[src/rtl/pal_cfg_loader.sv]
// rtl/pal_cfg_loader.sv - serial loader for the PAL configuration shift-register chain
//
// Clears the chain, then shifts exactly LEN bits into it (MSB of each byte first)
// and raises sr_en only once the complete bitstream is in place.
//
// Ports:
//   clk, res         system clock, synchronous active-high reset
//   start            begin a (re)configuration; honoured only in IDLE or DONE
//   din/din_valid    configuration byte stream input
//   din_ready        byte accepted when din_valid && din_ready
//   sr_cfg           serial data to the chain
//   sr_clk           generated chain clock (one rising edge per bit)
//   sr_res_n         active-low synchronous clear for the chain
//   sr_en            apply configuration to the fabric
//   busy             loader active (not IDLE / DONE)
//   done             configuration complete (mirrors sr_en)
module pal_cfg_loader #(
  parameter int LEN   = 64,
  parameter int CNT_W = $clog2(LEN + 1)
) (
  input  logic       clk,
  input  logic       res,
  input  logic       start,
  input  logic [7:0] din,
  input  logic       din_valid,
  output logic       din_ready,
  output logic       sr_cfg,
  output logic       sr_clk,
  output logic       sr_res_n,
  output logic       sr_en,
  output logic       busy,
  output logic       done
);

  typedef enum logic [2:0] {
    IDLE,
    CLR_LO,
    CLR_HI,
    WAIT_BYTE,
    SH_LO,
    SH_HI,
    DONE
  } state_t;

  state_t           state;
  logic [CNT_W-1:0] bit_cnt;   // bits still to shift for this configuration
  logic [7:0]       byte_reg;
  logic [2:0]       idx;       // bit of byte_reg currently on sr_cfg

  // Every output is a register updated on the transition into the state that
  // owns its value, so the chain sees glitch-free sr_clk / sr_res_n.
  always_ff @(posedge clk) begin
    if (res) begin
      state     <= IDLE;
      bit_cnt   <= '0;
      byte_reg  <= '0;
      idx       <= '0;
      sr_cfg    <= 1'b0;
      sr_clk    <= 1'b0;
      sr_res_n  <= 1'b1;
      sr_en     <= 1'b0;
      done      <= 1'b0;
      busy      <= 1'b0;
      din_ready <= 1'b0;
    end else begin
      case (state)
        IDLE, DONE: begin
          if (start) begin
            state    <= CLR_LO;
            sr_res_n <= 1'b0;
            sr_clk   <= 1'b0;
            sr_en    <= 1'b0;
            done     <= 1'b0;
            busy     <= 1'b1;
          end
        end

        CLR_LO: begin
          // Rising sr_clk while sr_res_n is low clears the chain.
          state  <= CLR_HI;
          sr_clk <= 1'b1;
        end

        CLR_HI: begin
          state     <= WAIT_BYTE;
          sr_clk    <= 1'b0;
          sr_res_n  <= 1'b1;
          bit_cnt   <= CNT_W'(LEN);
          din_ready <= 1'b1;
        end

        WAIT_BYTE: begin
          if (din_valid && din_ready) begin
            state     <= SH_LO;
            byte_reg  <= din;
            idx       <= 3'd7;
            sr_cfg    <= din[7];   // data set up a full cycle before sr_clk rises
            din_ready <= 1'b0;
          end
        end

        SH_LO: begin
          state  <= SH_HI;
          sr_clk <= 1'b1;
        end

        SH_HI: begin
          sr_clk  <= 1'b0;
          bit_cnt <= bit_cnt - CNT_W'(1);
          idx     <= idx - 3'd1;
          if (bit_cnt == CNT_W'(1)) begin
            // Last bit: any unused low bits of a partial final byte are dropped.
            state <= DONE;
            sr_en <= 1'b1;
            done  <= 1'b1;
            busy  <= 1'b0;
          end else if (idx == 3'd0) begin
            state     <= WAIT_BYTE;
            din_ready <= 1'b1;
          end else begin
            state  <= SH_LO;
            sr_cfg <= byte_reg[idx - 3'd1];
          end
        end

        default: state <= IDLE;
      endcase
    end
  end

endmodule

[config.mk]
export PLATFORM = sky130hd
export DESIGN_NAME = pal_cfg_loader
export DESIGN_NICKNAME = d
export VERILOG_FILES = /design/src/rtl/pal_cfg_loader.sv
export SDC_FILE = /design/constraint.sdc
export NUM_CORES = 1
export LEC_CHECK = 0
export CAP_MARGIN = 25
export CORE_ASPECT_RATIO = 1.2
export CORE_MARGIN = 2
export CORE_UTILIZATION = 25
export DETAILED_ROUTE_END_ITERATION = 8
export SLEW_MARGIN = 20
export SYNTH_ARGS = -nofsm -noshare
export SYNTH_HDL_FRONTEND = slang
export SYNTH_SLANG_ARGS = --single-unit
export TNS_END_PERCENT = 30
[constraint.sdc]
create_clock -name clk -period 1.9 [get_ports clk]
set_clock_uncertainty 0.2 [all_clocks]
set_input_delay 0.38 -clock clk [delete_from_list [all_inputs] [get_ports clk]]
set_output_delay 0.38 -clock clk [all_outputs]
set_load 0.01 [all_outputs]
==> out/qor.csv <==
stage;metric;value;unit
final_layout;n_antenna_cell;0;
floorplan;dieArea;6020;µm²
pwr;ir_drop;279;µV
setup_path;r2r_start;idx[0];
setup_path;critPathCaptureType;output pin;
cts;clkSlewWorstSetupHoldPaths;90;ps
logic_synthesis;synth_cell_types;40;
pwr;pwr-share-clk;19.6;%
timing;hold_viol;0;
timing;max_slew_margin;74.6;%
final_layout;largest_register_ffs;8;
logic_synthesis;synth_fa_ha_area_share;3.70;%
logic_synthesis;synth_cells;166;
final_layout;final_cell_mix;nand2_1 (27), dfxtp_1 (26), a21oi_1 (19);
logic_synthesis;synth_area;1350;µm²
logic_synthesis;synth_edf_count;0;
timing;tightest_slew;378;ps
hold_path;worstHoldEndpoint;byte_reg[2];
final_layout;syn2layout_area_growth;27.8;%
cts;post-cts-setup-buffers;0;
floorplan;num_rows;29;
placement;routabilityCongestion;0.776;
setup_path;r2r-end;sr_cfg;
hold_path;holdPathStages;2;
drt;vias_per_cell;4.87;
logic_synthesis;synth_top_flop_cell;dfxtp_1;
placement;io_buffers;18;
timing;post-route-min-period;1800;ps
global_routing;overflow;0;
drt;firstDrtPassIters;5;
timing;fmax;557;MHz
floorplan;core;5260;µm²
placement;dpl.hpwl;2.22;mm
timing;setup_viol;0;
global_routing;grt_usage;10.1;%
setup_path;r2r_slack;110;ps
floorplan;start_util;25.7;%
setup_path;critical_path_class;reg2out;
timing;setup_tns;0;ps
drt;drt_iter0_markers;48;
cts;htree_levels;1;
timing;finalWorstSetupSlack;104;ps
cts;root_buffer;clkbuf_8;
logic_synthesis;ys_seq_area_share;40.0;%
cts;tritoncts;built;
hold_path;hp-class;reg2reg;
pwr;intPower;0.00111;W
drt;vias;1226;
flow_run;cap_violations;0;
final_layout;drive_gt1_share;13.7;%
hold_path;hp-start;byte_reg[2];
setup_path;critPathBufInv;1;
logic_synthesis;avgSynthCellArea;8.15;µm²
final_layout;layout_commonest_cell;nand2_1;
pwr;finalPower;0.00165;W
setup_path;slowest_stage;clkdlybuf4s50_1;
timing;rsz0062_at_grt;no;
global_routing;first_global_vias;1140;
timing;fin_crit_sh;94.5;%
setup_path;cp_top_family;buffers and inverters;
pwr;p_leak;0.617;nW
logic_synthesis;synth_compound_area_share;17.9;%
setup_path;crit_arrival;1220;ps
final_layout;final_util;32.8;%
floorplan;die_w;71.1;µm
logic_synthesis;ys_ff_latch;27;
pwr;netSwitchingFraction;32.9;%
final_layout;fin_nets;207;
timing;fin_hold_ws;257;ps
cts;numCtsBuffers;3;
cts;clock-sinks;27;
cts;clk_path_buf_depth;2;
pwr;power.switching;0.000544;W
global_routing;antenna_found_initial;0;
pwr;power_frac_seq;44.1;%
timing;maxSlewViolCount;0;
logic_synthesis;synth_top_family_by_area;simple AND/OR/NAND/NOR gates;
logic_synthesis;yosys_warnings;0;
pwr;p_per_area;956;nW/µm²
logic_synthesis;async_reset_ff_share;0;%
floorplan;pin_count;19;
setup_path;critical_path.max_stage_delay;550;ps
global_routing;grt_pass1_wl;4.95;mm
logic_synthesis;synth-xor-area-share;1.30;%
cts;clk_latency;270;ps
logic_synthesis;yosys.area_share.simple;24.3;%
pwr;share_comb_of_total_power;36.3;%
drt;drt-wirelength-per-cell;11.4;µm
floorplan;die_y;84.6;µm
drt;ant_nets;0;
setup_path;crit_fanout;4;
setup_path;worst-endpoint-required;1320;ps
setup_path;r2r_cells;6;
logic_synthesis;synth_mux_area_share;6.29;%
global_routing;grt_max_degree;24;
logic_synthesis;synth_nets;182;
placement;dp_slack;-37.0;ps
drt;drt_wl_total;2.87;mm
setup_path;cp_cell_sequence;clkdlybuf4s50_1;
setup_path;start_kind;register;
drt;drc_errors;0;
outcome;status;complete, no violations;
[cell usage after synthesis, types with 2 or more instances]
cell type / number / share of area (%)
nor2_1: 13 / 3.6
buf_2: 2 / 0.74
ha_1: 4 / 3.7
clkbuf_1: 7 / 1.9
nand3b_1: 3 / 1.7
mux2i_1: 4 / 3.0
buf_4: 3 / 1.7
inv_1: 8 / 2.2
nor3b_1: 2 / 1.1
o211ai_1: 2 / 1.1
dfxtp_1: 27 / 40
nand3_1: 5 / 1.8
o21ai_0: 5 / 1.8
a221oi_1: 3 / 1.9
mux2_2: 2 / 1.7
nand2_1: 27 / 7.5
a21oi_1: 19 / 7.0
nor4_1: 2 / 0.92
nor2b_1: 3 / 1.4
nor3_1: 2 / 0.74
nand4_1: 2 / 0.92
a31oi_1: 3 / 1.4
[power by group through the flow]
stage          Clock [W]  Combinational, W  Sequential, W
2_1_floorplan          0          0.000400       0.000725
3_3_place_gp           0          0.000583       0.000741
3_5_place_dp           0          0.000589       0.000739
4_1_cts         0.000343          0.000603       0.000726
5_1_grt         0.000365          0.000669       0.000742
6_report        0.000325          0.000600       0.000728
[layout make-up]
cell class	count	area, µm²
multi-input cells	119	736
repair buffers	32	298
well taps	62	77.6
clock buffers	4	45.0
flip-flops and latches	27	542
fillers	558	3530
inverters	8	30.0
[worst max-delay path by stage]
stage          startpoint   endpoint  depth (start not counted)
5_1_grt            idx[0]     sr_cfg                          6
3_5_place_dp       idx[0]     sr_cfg                          6
4_1_cts            idx[0]     sr_cfg                          6
2_1_floorplan      idx[0]     sr_cfg                          7
3_3_place_gp       idx[0]     sr_cfg                          6
6_report        din_ready  din_ready                          1
[routing by layer]
metal | up-vias | global-route usage, % | part of all wire, %
li1 | 631 | - | -
met1 | 575 | 11.6 | 45
met2 | 16 | 17.8 | 50
met3 | 4 | 1.92 | 3.1
met4 | 0 | 4.63 | 1.6
met5 | - | 0 | 0
[timing repair]
| item | CTS | global route |
|---|---|---|
| endpoints found under the setup margin | 1 | 1 |
| gates resized for setup | 2 | 1 |
| hold buffers | 0 | 0 |
[kinds of logic (layout without fill, tap and decap cells)]
kind of cell | count (synthesis) | count (layout)
and+or+nand+nor | 67 | 67
AOI/OAI and AO/OA | 39 | 39
buffers and inverters | 20 | 44
xor gates and xnor gates | 2 | 2
adders and majority gates | 4 | 4
DFF | 27 | 27
muxes | 7 | 7
[stage by stage]
step           instance area (µm²)  cells
4_1_cts                       1730    252
3_5_place_dp                  1670    248
6_report                      1730    252
2_1_floorplan                 1350    166
3_3_place_gp                  1670    248
5_1_grt                       1730    252
[worst min-delay path: stages, from the launching register on]
cell and delay, ps:
dfxtp_1 320, nand2_1 50, a21oi_1 50
Power figures use the tool's default switching activity.
==> RTL edit, RTL diff (same settings) <==
The 7 states of `state_t` get a Gray code encoding in 3 bits.
--- a/src/rtl/pal_cfg_loader.sv
+++ b/src/rtl/pal_cfg_loader.sv
@@ -35,9 +35,9 @@
   typedef enum logic [2:0] {
-    IDLE,
-    CLR_LO,
-    CLR_HI,
-    WAIT_BYTE,
-    SH_LO,
-    SH_HI,
-    DONE
+    IDLE      = 3'b000,
+    CLR_LO    = 3'b001,
+    CLR_HI    = 3'b011,
+    WAIT_BYTE = 3'b010,
+    SH_LO     = 3'b110,
+    SH_HI     = 3'b111,
+    DONE      = 3'b101
   } state_t;
Check against the original RTL: same outputs for any inputs over 10 cycles, from zero or initial values; not proved beyond that.
==> RTL edit against the original RTL <==
Global-route usage fell by 0.39 points; worst setup slack worse by 0.053 ns; die area is 1.4% lower; cell area decreased by 2.3%; highest routed layer unchanged; register-to-register slack lost 0.06 ns; maximum frequency is 2.8% lower; sequential cell count did not move; synthesized area decreased by 1.5%; wire length shrank 4.2%.
Power is not compared: it rests on default switching activity, and its combinational part moved more than twofold at a synthesized area within 25%.
==> RTL edit: results (changes against the original RTL) <==
<table>
<tr><th>Metric</th><th>Value</th></tr>
<tr><th colspan="2">Worst setup path</th></tr>
<tr><td>Max stage delay on crit path</td><td>0.48 ns (was 0.55 ns)</td></tr>
<tr><td>Family of cells with the greatest summed delay on the critical path</td><td>multiplexers (was buffers and inverters)</td></tr>
<tr><td>Worst-path fanout max</td><td>3 (was 4)</td></tr>
<tr><th colspan="2">Final layout</th></tr>
<tr><td>Final standard cell count with taps included and fillers excluded</td><td>233 (was 252)</td></tr>
<tr><td>Share of cells above drive strength 1</td><td>0.1345 (was 0.1368)</td></tr>
<tr><td>Layout net count</td><td>188 (was 207)</td></tr>
<tr><th colspan="2">Detailed routing</th></tr>
<tr><td>Routed wl met2</td><td>1424 um (was 1425 um)</td></tr>
<tr><td>Detailed-route wire length</td><td>2745 um (was 2866 um)</td></tr>
<tr><td>Met1 Wirelength</td><td>1174 um (was 1304 um)</td></tr>
<tr><td>Met3 wire len</td><td>97 um (was 89 um)</td></tr>
<tr><td>Vias/cell</td><td>4.639 (was 4.865)</td></tr>
<tr><td>DRT Pass-1 Iters</td><td>4 (was 5)</td></tr>
<tr><th colspan="2">STA</th></tr>
<tr><td>Max transition margin</td><td>0.7227 (was 0.7460)</td></tr>
<tr><td>Final hold slack</td><td>0.2726 ns (was 0.2575 ns)</td></tr>
<tr><th colspan="2">CTS</th></tr>
<tr><td>Count of cells resized by post-cts repair</td><td>0 (was 2)</td></tr>
<tr><th colspan="2">Synth</th></tr>
<tr><td>Mean instance size in the synthesized netlist</td><td>8.943 um^2 (was 8.148 um^2)</td></tr>
<tr><td>Post-synth net total</td><td>165 (was 182)</td></tr>
<tr><td>Most numerous cell types in the synthesized netlist</td><td>sky130_fd_sc_hd__dfxtp_1 (27), sky130_fd_sc_hd__nor2_1 (24), sky130_fd_sc_hd__a21oi_1 (10) (was sky130_fd_sc_hd__dfxtp_1 (27), sky130_fd_sc_hd__nand2_1 (27), sky130_fd_sc_hd__a21oi_1 (19))</td></tr>
<tr><th colspan="2">Placed design</th></tr>
<tr><td>Setup slack at placement</td><td>0.01605 ns (was -0.03697 ns)</td></tr>
<tr><td>Post-detail-place hpwl</td><td>2130 um (was 2217 um)</td></tr>
<tr><td>Placement Cell Area</td><td>0.001633 mm^2 (was 0.001669 mm^2)</td></tr>
<tr><th colspan="2">Pwr</th></tr>
<tr><td>Final Power</td><td>0.001081 W</td></tr>
<tr><th colspan="2">Run status</th></tr>
<tr><td>Run status</td><td>complete, no violations (unchanged)</td></tr>
<tr><th colspan="2">GRT</th></tr>
<tr><td>Pin count of the biggest net entering global routing</td><td>16 (was 24)</td></tr>
<tr><td>Vias in the first global route</td><td>1044 (was 1140)</td></tr>
<tr><td>Global-route wire length before repair</td><td>4692 um (was 4947 um)</td></tr>
<tr><th colspan="2">Min path</th></tr>
<tr><td>Worst-case hold path end point</td><td>busy$_SDFFE_PP0P_ (was byte_reg[2]$_SDFFE_PP0P_)</td></tr>
<tr><td>Hold path startpoint</td><td>busy$_SDFFE_PP0P_ (was byte_reg[2]$_SDFFE_PP0P_)</td></tr>
</table>
RTL edit: cell types whose count changed in the layout (fill, tap and decap cells not counted), sizes merged, moves of 4 or more:
cell and change:
a211oi +4, nand2 -22, buf -6, mux2i +4
nor2 +11, and3 +4, a21oi -9
RTL edit: area by class of cell:
cell class / instances / area [um^2]
clock inverters: 1 / 5.005
multi-input cells: 106 / 738.2
clock buffers: 3 / 41.29
inverters: 8 / 30.03
repair buffers: 26 / 252.7
well taps: 62 / 77.57
flip-flops and latches: 27 / 543.0
fillers: 577 / 3537
RTL edit: kinds of logic after synthesis:
kind of cell / after synthesis / synth area share
AO/OA/AOI/OAI: 30 / 0.1455
XOR/XNOR: 7 / 0.04601
adder cells (fa/ha/maj): 5 / 0.04507
buffers and inverters: 16 / 0.05351
flip-flops: 27 / 0.4056
multiplexers: 10 / 0.09672
AND/OR/NAND/NOR: 54 / 0.2075
RTL edit: how the worst max path moves through the flow:
stage	startpoint	endpoint	slack, ns	cells past startpoint
detailed placement	idx[1]$_SDFFE_PP0P_	sr_cfg$_SDFFE_PP0P_	0.02	6
global placement	din_valid	sr_cfg$_SDFFE_PP0P_	0.03	5
floorplan	idx[0]$_SDFFE_PP0P_	sr_cfg$_SDFFE_PP0P_	0.04	6
finish	idx[0]$_SDFFE_PP0P_	sr_cfg$_SDFFE_PP0P_	0.05	6
global route	idx[1]$_SDFFE_PP0P_	sr_cfg$_SDFFE_PP0P_	-0.003	6
CTS	idx[1]$_SDFFE_PP0P_	sr_cfg$_SDFFE_PP0P_	0.003	6
RTL edit: layer usage:
layer | track usage | up-vias
met3 | 0.01691 | 7
met4 | 0.02916 | 0
met1 | 0.1199 | 496
met2 | 0.1698 | 20
li1 | - | 558
met5 | 0 | -
